$ cat src/rtl/multicycle_ctrl_pkg.sv
// Shared types for the multi-cycle RV32I control slice: ALU encodings, opcodes,
// FSM states and datapath select enums.
package multicycle_ctrl_pkg;

  typedef enum logic [2:0] {
    ALU_ADD = 3'b000,
    ALU_SUB = 3'b001,
    ALU_AND = 3'b011,
    ALU_OR  = 3'b100,
    ALU_XOR = 3'b101,
    ALU_SLT = 3'b110
  } alu_ctrl_e;

  localparam logic [6:0] OP_LW  = 7'b0000011;
  localparam logic [6:0] OP_SW  = 7'b0100011;
  localparam logic [6:0] OP_R   = 7'b0110011;
  localparam logic [6:0] OP_I   = 7'b0010011;
  localparam logic [6:0] OP_BEQ = 7'b1100011;
  localparam logic [6:0] OP_JAL = 7'b1101111;

  typedef enum logic [3:0] {
    S_FETCH, S_DECODE, S_MEMADR, S_MEMRD, S_MEMWB, S_MEMWR,
    S_EXEC_R, S_EXEC_I, S_ALUWB, S_BEQ, S_JAL, S_TRAP
  } state_e;

  typedef enum logic [1:0] {SRCA_PC = 2'b00, SRCA_OLDPC = 2'b01, SRCA_RS1 = 2'b10} alu_src_a_e;
  typedef enum logic [1:0] {SRCB_RS2 = 2'b00, SRCB_IMM = 2'b01, SRCB_FOUR = 2'b10} alu_src_b_e;
  typedef enum logic [1:0] {RES_ALUOUT = 2'b00, RES_MEMDATA = 2'b01, RES_ALU = 2'b10} result_src_e;
  typedef enum logic [2:0] {IMM_I = 3'b000, IMM_S = 3'b001, IMM_B = 3'b010, IMM_J = 3'b011} imm_src_e;
  typedef enum logic {OPC_R = 1'b0, OPC_I = 1'b1} op_class_e;

endpackage

$ cat src/rtl/multicycle_ctrl_if.sv
// Unified memory port handshake between the control FSM and the memory.
interface multicycle_ctrl_if;
  logic mem_req;
  logic mem_we;
  logic mem_ready;

  modport master (output mem_req, output mem_we, input mem_ready);
  modport slave  (input mem_req, input mem_we, output mem_ready);
endinterface

$ cat src/rtl/multicycle_ctrl_alu_decoder.sv
// Maps funct3/funct7b5 and the instruction class to an ALU operation; flags
// funct3 values the core does not implement.
module multicycle_ctrl_alu_decoder
  import multicycle_ctrl_pkg::*;
(
  input  logic [2:0] funct3,
  input  logic       funct7b5,
  input  op_class_e  op_class,
  output alu_ctrl_e  alu_ctrl,
  output logic       legal
);

  always_comb begin
    alu_ctrl = ALU_ADD;
    legal    = 1'b1;
    case (funct3)
      // funct7b5 selects SUB only for register-register ops; addi ignores it
      3'b000: if (op_class == OPC_R && funct7b5) alu_ctrl = ALU_SUB;
      3'b111: alu_ctrl = ALU_AND;
      3'b110: alu_ctrl = ALU_OR;
      3'b100: alu_ctrl = ALU_XOR;
      3'b010: alu_ctrl = ALU_SLT;
      default: legal = 1'b0;
    endcase
  end

endmodule

$ cat src/rtl/multicycle_ctrl.sv
// Main control FSM of the multi-cycle RV32I core. Optional performance counters
// are built when MULTICYCLE_CTRL_PERF_EN is defined.
module multicycle_ctrl
  import multicycle_ctrl_pkg::*;
#(
  parameter bit HALT_ON_ILLEGAL = 1'b1
) (
  input  logic        clk,
  input  logic        rst,
  input  logic [6:0]  opcode,
  input  logic [2:0]  funct3,
  input  logic        funct7b5,
  input  logic        zero,
  multicycle_ctrl_if.master mem,
  output logic        adr_src,
  output logic        ir_we,
  output logic        pc_we,
  output logic        reg_we,
  output logic [1:0]  alu_src_a,
  output logic [1:0]  alu_src_b,
  output logic [1:0]  result_src,
  output logic [2:0]  imm_src,
  output logic [2:0]  alu_ctrl,
  output logic        illegal_instr
`ifdef MULTICYCLE_CTRL_PERF_EN
  ,
  output logic [31:0] cycle_cnt,
  output logic [31:0] instret
`endif
);

  localparam state_e ILL_NEXT = HALT_ON_ILLEGAL ? S_TRAP : S_FETCH;

  state_e      state, state_n;
  logic        req_c, we_c, adr_c, ir_c, pc_c, reg_c, ill_c;
  alu_src_a_e  src_a_c;
  alu_src_b_e  src_b_c;
  result_src_e res_c;
  imm_src_e    imm_c;
  alu_ctrl_e   alu_c;
  alu_ctrl_e   dec_alu;
  logic        dec_legal;

  multicycle_ctrl_alu_decoder u_alu_decoder (
    .funct3   (funct3),
    .funct7b5 (funct7b5),
    .op_class ((state == S_EXEC_R) ? OPC_R : OPC_I),
    .alu_ctrl (dec_alu),
    .legal    (dec_legal)
  );

  always_ff @(posedge clk or posedge rst) begin
    if (rst) state <= S_FETCH;
    else     state <= state_n;
  end

  always_comb begin
    state_n = state;
    req_c   = 1'b0;
    we_c    = 1'b0;
    adr_c   = 1'b0;
    ir_c    = 1'b0;
    pc_c    = 1'b0;
    reg_c   = 1'b0;
    ill_c   = 1'b0;
    src_a_c = SRCA_PC;
    src_b_c = SRCB_RS2;
    res_c   = RES_ALUOUT;
    imm_c   = IMM_I;
    alu_c   = ALU_ADD;
    case (state)
      S_FETCH: begin
        req_c   = 1'b1;
        src_b_c = SRCB_FOUR;
        res_c   = RES_ALU;
        if (mem.mem_ready) begin
          ir_c    = 1'b1;
          pc_c    = 1'b1;
          state_n = S_DECODE;
        end
      end
      S_DECODE: begin
        // ALUOut captures the jump/branch target ahead of BEQ or JAL
        src_a_c = SRCA_OLDPC;
        src_b_c = SRCB_IMM;
        imm_c   = (opcode == OP_JAL) ? IMM_J : IMM_B;
        case (opcode)
          OP_LW, OP_SW: state_n = S_MEMADR;
          OP_R:         state_n = S_EXEC_R;
          OP_I:         state_n = S_EXEC_I;
          OP_BEQ:       state_n = S_BEQ;
          OP_JAL:       state_n = S_JAL;
          default:      state_n = ILL_NEXT;
        endcase
      end
      S_MEMADR: begin
        src_a_c = SRCA_RS1;
        src_b_c = SRCB_IMM;
        imm_c   = (opcode == OP_SW) ? IMM_S : IMM_I;
        state_n = (opcode == OP_SW) ? S_MEMWR : S_MEMRD;
      end
      S_MEMRD: begin
        req_c = 1'b1;
        adr_c = 1'b1;
        if (mem.mem_ready) state_n = S_MEMWB;
      end
      S_MEMWB: begin
        reg_c   = 1'b1;
        res_c   = RES_MEMDATA;
        state_n = S_FETCH;
      end
      S_MEMWR: begin
        req_c = 1'b1;
        we_c  = 1'b1;
        adr_c = 1'b1;
        if (mem.mem_ready) state_n = S_FETCH;
      end
      S_EXEC_R: begin
        src_a_c = SRCA_RS1;
        alu_c   = dec_alu;
        state_n = dec_legal ? S_ALUWB : ILL_NEXT;
      end
      S_EXEC_I: begin
        src_a_c = SRCA_RS1;
        src_b_c = SRCB_IMM;
        alu_c   = dec_alu;
        state_n = dec_legal ? S_ALUWB : ILL_NEXT;
      end
      S_ALUWB: begin
        reg_c   = 1'b1;
        state_n = S_FETCH;
      end
      S_BEQ: begin
        if (funct3 == 3'b000) begin
          src_a_c = SRCA_RS1;
          alu_c   = ALU_SUB;
          pc_c    = zero;
          state_n = S_FETCH;
        end else begin
          state_n = ILL_NEXT;
        end
      end
      S_JAL: begin
        // rd gets OldPC+4 in ALUWB while PC takes the target held in ALUOut
        src_a_c = SRCA_OLDPC;
        src_b_c = SRCB_FOUR;
        pc_c    = 1'b1;
        state_n = S_ALUWB;
      end
      S_TRAP: ill_c = 1'b1;
      default: state_n = S_FETCH;
    endcase
  end

  // Outputs are forced quiet while reset is held, abandoning any in-flight request
  assign mem.mem_req   = req_c & ~rst;
  assign mem.mem_we    = we_c & ~rst;
  assign adr_src       = adr_c & ~rst;
  assign ir_we         = ir_c & ~rst;
  assign pc_we         = pc_c & ~rst;
  assign reg_we        = reg_c & ~rst;
  assign illegal_instr = ill_c & ~rst;
  assign alu_src_a     = rst ? 2'b00  : src_a_c;
  assign alu_src_b     = rst ? 2'b00  : src_b_c;
  assign result_src    = rst ? 2'b00  : res_c;
  assign imm_src       = rst ? 3'b000 : imm_c;
  assign alu_ctrl      = rst ? 3'b000 : alu_c;

`ifdef MULTICYCLE_CTRL_PERF_EN
  always_ff @(posedge clk or posedge rst) begin
    if (rst) begin
      cycle_cnt <= '0;
      instret   <= '0;
    end else begin
      cycle_cnt <= cycle_cnt + 32'd1;
      if (state_n == S_FETCH && state != S_FETCH && state != S_TRAP)
        instret <= instret + 32'd1;
    end
  end
`endif

endmodule
$ cat src/flat_wrapper.sv
// flat-port wrapper written by rule: the top's interface ports become plain ports
module multicycle_ctrl_flat import multicycle_ctrl_pkg::*;
#(
  parameter bit HALT_ON_ILLEGAL = 1'b1
)
  (clk, rst, opcode, funct3, funct7b5, zero, adr_src, ir_we, pc_we, reg_we, alu_src_a, alu_src_b, result_src, imm_src, alu_ctrl, illegal_instr, mem_mem_req, mem_mem_we, mem_mem_ready);
  multicycle_ctrl_if mem_i ();
  input  logic clk;
  input  logic rst;
  input  logic [6:0] opcode;
  input  logic [2:0] funct3;
  input  logic funct7b5;
  input  logic zero;
  output logic adr_src;
  output logic ir_we;
  output logic pc_we;
  output logic reg_we;
  output logic [1:0] alu_src_a;
  output logic [1:0] alu_src_b;
  output logic [1:0] result_src;
  output logic [2:0] imm_src;
  output logic [2:0] alu_ctrl;
  output logic illegal_instr;
  output wire logic [$bits(mem_i.mem_req)-1:0] mem_mem_req;
  output wire logic [$bits(mem_i.mem_we)-1:0] mem_mem_we;
  input wire logic [$bits(mem_i.mem_ready)-1:0] mem_mem_ready;
  assign mem_mem_req = mem_i.mem_req;
  assign mem_mem_we = mem_i.mem_we;
  assign mem_i.mem_ready = mem_mem_ready;
  multicycle_ctrl #(.HALT_ON_ILLEGAL(HALT_ON_ILLEGAL)) u_core (.clk(clk), .rst(rst), .opcode(opcode), .funct3(funct3), .funct7b5(funct7b5), .zero(zero), .mem(mem_i), .adr_src(adr_src), .ir_we(ir_we), .pc_we(pc_we), .reg_we(reg_we), .alu_src_a(alu_src_a), .alu_src_b(alu_src_b), .result_src(result_src), .imm_src(imm_src), .alu_ctrl(alu_ctrl), .illegal_instr(illegal_instr));
endmodule
$ cat config.mk
export PLATFORM = sky130hd
export DESIGN_NAME = multicycle_ctrl_flat
export DESIGN_NICKNAME = d
export VERILOG_FILES = /design/src/rtl/multicycle_ctrl_pkg.sv /design/src/rtl/multicycle_ctrl_if.sv /design/src/rtl/multicycle_ctrl_alu_decoder.sv /design/src/rtl/multicycle_ctrl.sv /design/src/flat_wrapper.sv
export SDC_FILE = /design/constraint.sdc
export NUM_CORES = 1
export LEC_CHECK = 0
export CAP_MARGIN = 20
export CORE_MARGIN = 2
export CORE_UTILIZATION = 44
export DETAILED_ROUTE_END_ITERATION = 6
export PLACE_DENSITY = 0.83
export SYNTH_ARGS = -nofsm -noshare
export SYNTH_HDL_FRONTEND = slang
export SYNTH_SLANG_ARGS = --single-unit
$ cat constraint.sdc
create_clock -name clk -period 3 [get_ports clk]
set_clock_uncertainty 0.1 [all_clocks]
set_input_delay 0.6 -clock clk [delete_from_list [all_inputs] [get_ports clk]]
set_output_delay 0.6 -clock clk [all_outputs]
set_load 0.05 [all_outputs]
==> impl_metrics.ini <==
[worst_setup_path]
regToRegSetupSlack_ns = 1.17
critical_path.startpoint_type = input port
r2r_cells = 4
rr_startpoint = u_core.state[3]
arrival_ns = 2.13
critical_path.endpoint_type = primary output
critPathRequiredTime_ns = 2.30
regToRegEndpoint = u_core.state[0]
crit_path_max_fanout = 5
worstSetupPathType = input port to primary output

[cts]
postCtsSetupRepairBufs = 0
tritoncts = built
ctsHtreeMaxLevel = 1
clock_sinks = 4
cts-resized-gates = 0
clock_latency_ns = 0.23
clock-root-buffer = sky130_fd_sc_hd__clkbuf_4
clock_tree.buffer_depth = 2
ctsHoldBuffers = 0
cts_inserted_buffers = 3
clkTransAtPathRegs_ns = 0.04

[power]
netSwitchingPower_uw = 615
pwr-share-comb = 0.791
internal-power_uw = 562
clock_power_share = 0.055
power.sequential.fraction = 0.155
power_per_cell_area_nw_per_um2 = 900
worst_ir_drop_vdd_uv = 775
static-leakage-power_uw = 0.000492
design_power_total_uw = 1180
netSwitchingFraction = 0.523

[worst_hold_path]
worst_hold_path_stage_count = 1
whs_endpoint = u_core.state[2]
hold_class = flop to flop
hold_start = u_core.state[3]

[drt]
drt_drc_violations_left = 0
drtIter0Drc = 31
detail_route.first_pass.iterations = 4
post_drt_via_cell_ratio = 6.23
totalWireLength_um = 2380
ant_nets = 0
avgRoutedWirePerCell_um = 15.7
routed-via-count = 940

[global_route]
via_count_of_the_first_global_routing_pass = 883
grt_max_degree = 18
wire_length_of_the_first_global_routing_pass_um = 3970
initial_antenna_violation_count = 0
globalRoute.totalOverflow = 0
track_usage = 0.261

[yosys]
ys.warnings.count = 0
mean_cell_area_of_the_mapped_netlist_um2 = 7.47
synth_seq_cells = 4
synth_cells = 101
postSynthNetCount = 116
yosys.cell_types.count = 47
synth_sequential_area_ratio = 0.133
syn_area_um2 = 754

[placement]
dpl.hpwl_um = 1900
post_dp_cell_area_um2 = 1280
place_congestion = 0.994
placement.io_buffers = 32

[final_layout]
finalInstanceArea_um2 = 1310
layout.nets = 152
fillerInstances = 85
layout_top_registers = u_core.state x4
final-seq-area_um2 = 100
post_route_cells_drive_above_1_share = 0.289
largest_register_ffs = 4
multi_input_gate_area_in_the_final_layout_um2 = 586
syn_to_final_growth_pct = 73.3
antenna_cells_inserted = 0
registers.top_by_ff_count = u_core.state

[sta]
relSlewSlack = 0.640
rsz_0062_raised_after_global_routing = no
finalWorstPathRequiredPeriod_ns = 2.83
final_hold_viol_count = 0
max_slew.worst_pin.slew_ns = 0.541
report.final.slew_viol_count = 0
final_min_period_over_clock_period = 0.943
fmax_mhz = 354
setup_failing_eps_final = 0

[run]
maxCapViolations = 0

[floorplan]
boundaryPins = 34
die_area_um2 = 2060
die_y_extent_um = 45.4
num_rows = 14
die-width_um = 45.4
design.core.area_um2 = 1560
initial_core_util = 0.484

[status]
run_status = finished clean
[how the worst max path moves through the flow]
stage	from	to	slack, ns
2_1_floorplan	rst	alu_ctrl[2]	-0.04
3_3_place_gp	mem_mem_ready	pc_we	0.20
3_5_place_dp	mem_mem_ready	pc_we	0.18
4_1_cts	mem_mem_ready	pc_we	0.17
5_1_grt	opcode[3]	imm_src[0]	0.09
6_report	opcode[6]	imm_src[0]	0.17
[metal layers]
metal	global-route usage	up-vias	routed length (um)
met3	0.0278	6	114
met1	0.314	450	949
met5	0	-	0
met2	0.470	40	1290
met4	0.100	0	21
li1	-	444	-
[logic make-up (layout without fill, tap and decap cells)]
| family | count (synthesis) | in the layout | synth area share |
|---|---|---|---|
| simple gates | 50 | 50 | 0.456 |
| compound gates | 30 | 30 | 0.280 |
| buf+inv | 13 | 47 | 0.0912 |
| flops | 4 | 4 | 0.133 |
| xor+xnor | 3 | 3 | 0.0348 |
| other cells | 1 | 1 | 0.00497 |
[layout make-up]
type | instances | share of cell area
multi-input cells | 84 | 0.448
repair buffers | 41 | 0.434
flip-flops and latches | 4 | 0.0766
clock buffers | 3 | 0.0172
well taps | 16 | 0.0153
inverters | 3 | 0.00861
[power groups by stage]
stage	clock network [uW]	registers, uW	logic, uW
floorplan	0	109	634
detailed placement	0	177	929
global placement	0	170	900
CTS	68.8	176	931
finish	64.2	182	930
global route	72.8	187	983
[worst max-delay path, stage by stage]
cell and delay (ns):
sky130_fd_sc_hd__clkdlybuf4s50_1 0.58, sky130_fd_sc_hd__nand3b_1 0.17, sky130_fd_sc_hd__nor4_1 0.31, sky130_fd_sc_hd__a31oi_1 0.09, sky130_fd_sc_hd__nor2_1 0.20, sky130_fd_sc_hd__buf_12 0.17
[metrics by stage]
| step | TNS [ns] | instances | hold WS (ns) | utilization | setup slack [ns] |
|---|---|---|---|---|---|
| 5_1_grt | 0 | 151 | 0.572 | 0.839 | 0.0881 |
| 6_report | 0 | 151 | 0.563 | 0.839 | 0.172 |
| 3_3_place_gp | 0 | 148 | 0.523 | 0.824 | 0.197 |
| 3_5_place_dp | 0 | 148 | 0.542 | 0.824 | 0.177 |
| 2_1_floorplan | -0.0736 | 101 | 0.565 | - | -0.0398 |
| 4_1_cts | 0 | 151 | 0.548 | 0.839 | 0.173 |
[layout by cell type (no fill, tap or decap), types with 2 or more instances in the layout]
master                             n
sky130_fd_sc_hd__nor2_1           11
sky130_fd_sc_hd__nand3b_1          2
sky130_fd_sc_hd__buf_12           18
sky130_fd_sc_hd__xnor2_1           3
sky130_fd_sc_hd__dfrtp_1           4
sky130_fd_sc_hd__buf_4             9
sky130_fd_sc_hd__nand3_1           3
sky130_fd_sc_hd__a21oi_1           6
sky130_fd_sc_hd__nor3_1            5
sky130_fd_sc_hd__a31oi_1           3
sky130_fd_sc_hd__o221ai_1          2
sky130_fd_sc_hd__clkbuf_4          3
sky130_fd_sc_hd__o21ai_0           7
sky130_fd_sc_hd__clkdlybuf4s50_1  14
sky130_fd_sc_hd__inv_1             3
sky130_fd_sc_hd__nand2_1           7
sky130_fd_sc_hd__and2b_1           2
sky130_fd_sc_hd__nor2b_1           3
sky130_fd_sc_hd__nor4_1            3
[cell usage after synthesis, drive strengths merged]
cell	number	area share
dfrtp	4	0.13
nand4	1	0.0083
a211oi	1	0.010
and2	1	0.0083
nor3	6	0.046
conb	1	0.0050
nor4bb	1	0.033
nand4bb	1	0.036
nand3	3	0.020
o221ai	2	0.023
a21boi	1	0.010
and2b	2	0.020
o21ai	8	0.053
inv	3	0.015
nand2b	1	0.0083
a221oi	1	0.020
or3	1	0.0083
clkbuf	4	0.022
nor4	4	0.041
a2111o	1	0.015
or2	2	0.017
a21o	1	0.010
buf	6	0.055
nor3b	1	0.010
nor4b	2	0.051
o22a	1	0.012
a311o	1	0.013
nand2	7	0.035
a21oi	6	0.040
o22ai	1	0.0083
nor2b	3	0.025
a22oi	1	0.010
nor2	11	0.055
xnor2	3	0.035
nand3b	2	0.020
a31oi	3	0.025
a2111oi	1	0.020
o32ai	1	0.012
or4b	1	0.013
Note: power is estimated with default switching activity, not from simulation.
==> RTL edit, RTL diff (same settings) <==
Re-encode `state_e` (12 states) as one-hot, 12 bits wide.
--- a/src/rtl/multicycle_ctrl_pkg.sv
+++ b/src/rtl/multicycle_ctrl_pkg.sv
@@ -19,7 +19,7 @@
   localparam logic [6:0] OP_JAL = 7'b1101111;
 
-  typedef enum logic [3:0] {
-    S_FETCH, S_DECODE, S_MEMADR, S_MEMRD, S_MEMWB, S_MEMWR,
-    S_EXEC_R, S_EXEC_I, S_ALUWB, S_BEQ, S_JAL, S_TRAP
+  typedef enum logic [11:0] {
+    S_FETCH = 12'b000000000001, S_DECODE = 12'b000000000010, S_MEMADR = 12'b000000000100, S_MEMRD = 12'b000000001000, S_MEMWB = 12'b000000010000, S_MEMWR = 12'b000000100000,
+    S_EXEC_R = 12'b000001000000, S_EXEC_I = 12'b000010000000, S_ALUWB = 12'b000100000000, S_BEQ = 12'b001000000000, S_JAL = 12'b010000000000, S_TRAP = 12'b100000000000
   } state_e;
 
Function: same outputs for any inputs over 10 cycles, from zero or initial values and one cycle with rst high; not proved beyond that.
==> RTL edit against the unedited design <==
The run now ends with setup timing left; setup slack worse by 190 ps; sequential cell count rose by 8; area after synthesis is 41% higher; core utilization grew 1.2 points; clock power rose by 68%; final area is 47% higher; count of clock-buffer cells in the layout up 1; sequential share of layout area grew 8.5 points; wire length up 63%; power decreased by 6.0%; hold slack gained 33 ps; critical path type is now reg -> out.
==> RTL edit: results (changes against the unedited design) <==
| Metric | Value |
|---|---|
| Avg Inst Size Synth | 8.025 um2 (was 7.470 um2) |
| Tot GR Track Use | 0.2761 (was 0.2615) |
| Worst setup margin | -18.32 ps (was 171.7 ps) |
| M2 GR Usage | 0.4835 (was 0.4704) |
| Global placer's final weighted congestion | 0.9906 (was 0.9943) |
| Reg2Reg Launch Point | u_core.state[11]$_DFFE_PP0P_ (was u_core.state[3]$_DFFE_PP0P_) |
| Critical Path Sink | alu_src_a[1] (was imm_src[0]) |
| Setup crit start | u_core.state[1]$_DFFE_PP0P_ (was opcode[6]) |
| Slew HR | 0.6655 (was 0.6397) |
| Layout Cells excl Fill | 218 (was 151) |
| Synthesized Nets | 148 (was 116) |
| Worst-path clk slew | 80 ps (was 40 ps) |
| Crit path max-delay family | simple AND/OR/NAND/NOR gates (was buffers and inverters) |
| First-pass GRT wire length | 5.602 mm (was 3.974 mm) |
| R2r setup slk | 840 ps (was 1170 ps) |
| Setup-failing EPs final | 1 (was 0) |
| Share of post-route cells with drive strength above 1 | 0.4474 (was 0.2889) |
| Slowest cell delay on critical path | 560 ps (was 580 ps) |
| Reg2Reg Depth | 5 (was 4) |
| M1 WL | 1.491 mm (was 949 um) |
| DP HPWL | 2.736 mm (was 1.904 mm) |
| M1 GR Usage | 0.3280 (was 0.3137) |
| Sequential-to-total area share from yosys stat | 0.2825 (was 0.1327) |
| Top cells by area, synth | dfrtp_1 26%, nor2_1 6.3%, nand2_1 4.2% (was dfrtp_1 13%, nor2_1 5.5%, o21ai_0 4.6%) |
| Violated checks | setup timing |
| Outcome | complete, but fails checks (was complete, no violations) |
| WL met2 | 1.988 mm (was 1.291 mm) |
| Compound-Gate Fraction of Synth Area | 0.1465 (was 0.2803) |
| Post-Place Worst Slack | -12.12 ps (was 177.0 ps) |
| Fin Hold WS | 596.1 ps (was 562.6 ps) |
| Yosys cell types | 48 (was 47) |
| Number of global-route vias before repair | 1243 (was 883) |
| Reg-to-reg critical path endpoint | u_core.state[0]$_DFFE_PP1P_ (was u_core.state[0]$_DFFE_PP0P_) |
| Slowest CP cell | or4_4 (was clkdlybuf4s50_1) |
| CP Max Fanout | 7 (was 5) |
| DR iter-0 viols | 38 (was 31) |
| Commonest cells in the netlist | 18 x nor2_1, 12 x nand2_1, 11 x dfrtp_1, 8 x a21oi_1, 7 x nor3_1 (was 11 x nor2_1, 7 x nand2_1, 7 x o21ai_0, 6 x a21oi_1, 5 x nor3_1) |
[RTL edit: changes by cell type in the layout (fill, tap and decap cells not counted), sizes merged, moves of 3 or more]
| cell | change |
|---|---|
| nor4 | +5 |
| buf | +18 |
| o21ai | -4 |
| nand2 | +5 |
| or4 | +3 |
| nor2 | +7 |
| inv | +3 |
| dfrtp | +7 |
| nand4 | +4 |
| nand3 | +3 |
[RTL edit: area by class of cell]
type	count	area, um2
Clock buffer	4	26.28
Fill cell	127	336.6
Inverter	6	22.52
Multi-Input combinational cell	109	817.0
Sequential cell	12	309.0
Tap cell	28	35.03
Timing Repair Buffer	59	708.2
[RTL edit: power by group]
group	leakage, nW	internal, mW	switching [mW]
Combinational	0.669	0.362	0.410
Clock	0.0150	0.0517	0.0561
Sequential	0.153	0.188	0.0390
Total	0.837	0.601	0.505
[RTL edit: what timing repair did]
action / in CTS / in global routing
gates cloned: 0 / 0
endpoints found under the setup margin: 8 / 10
pin swaps: 3 / 14
setup buffers: 1 / 13
resized for setup: 8 / 21
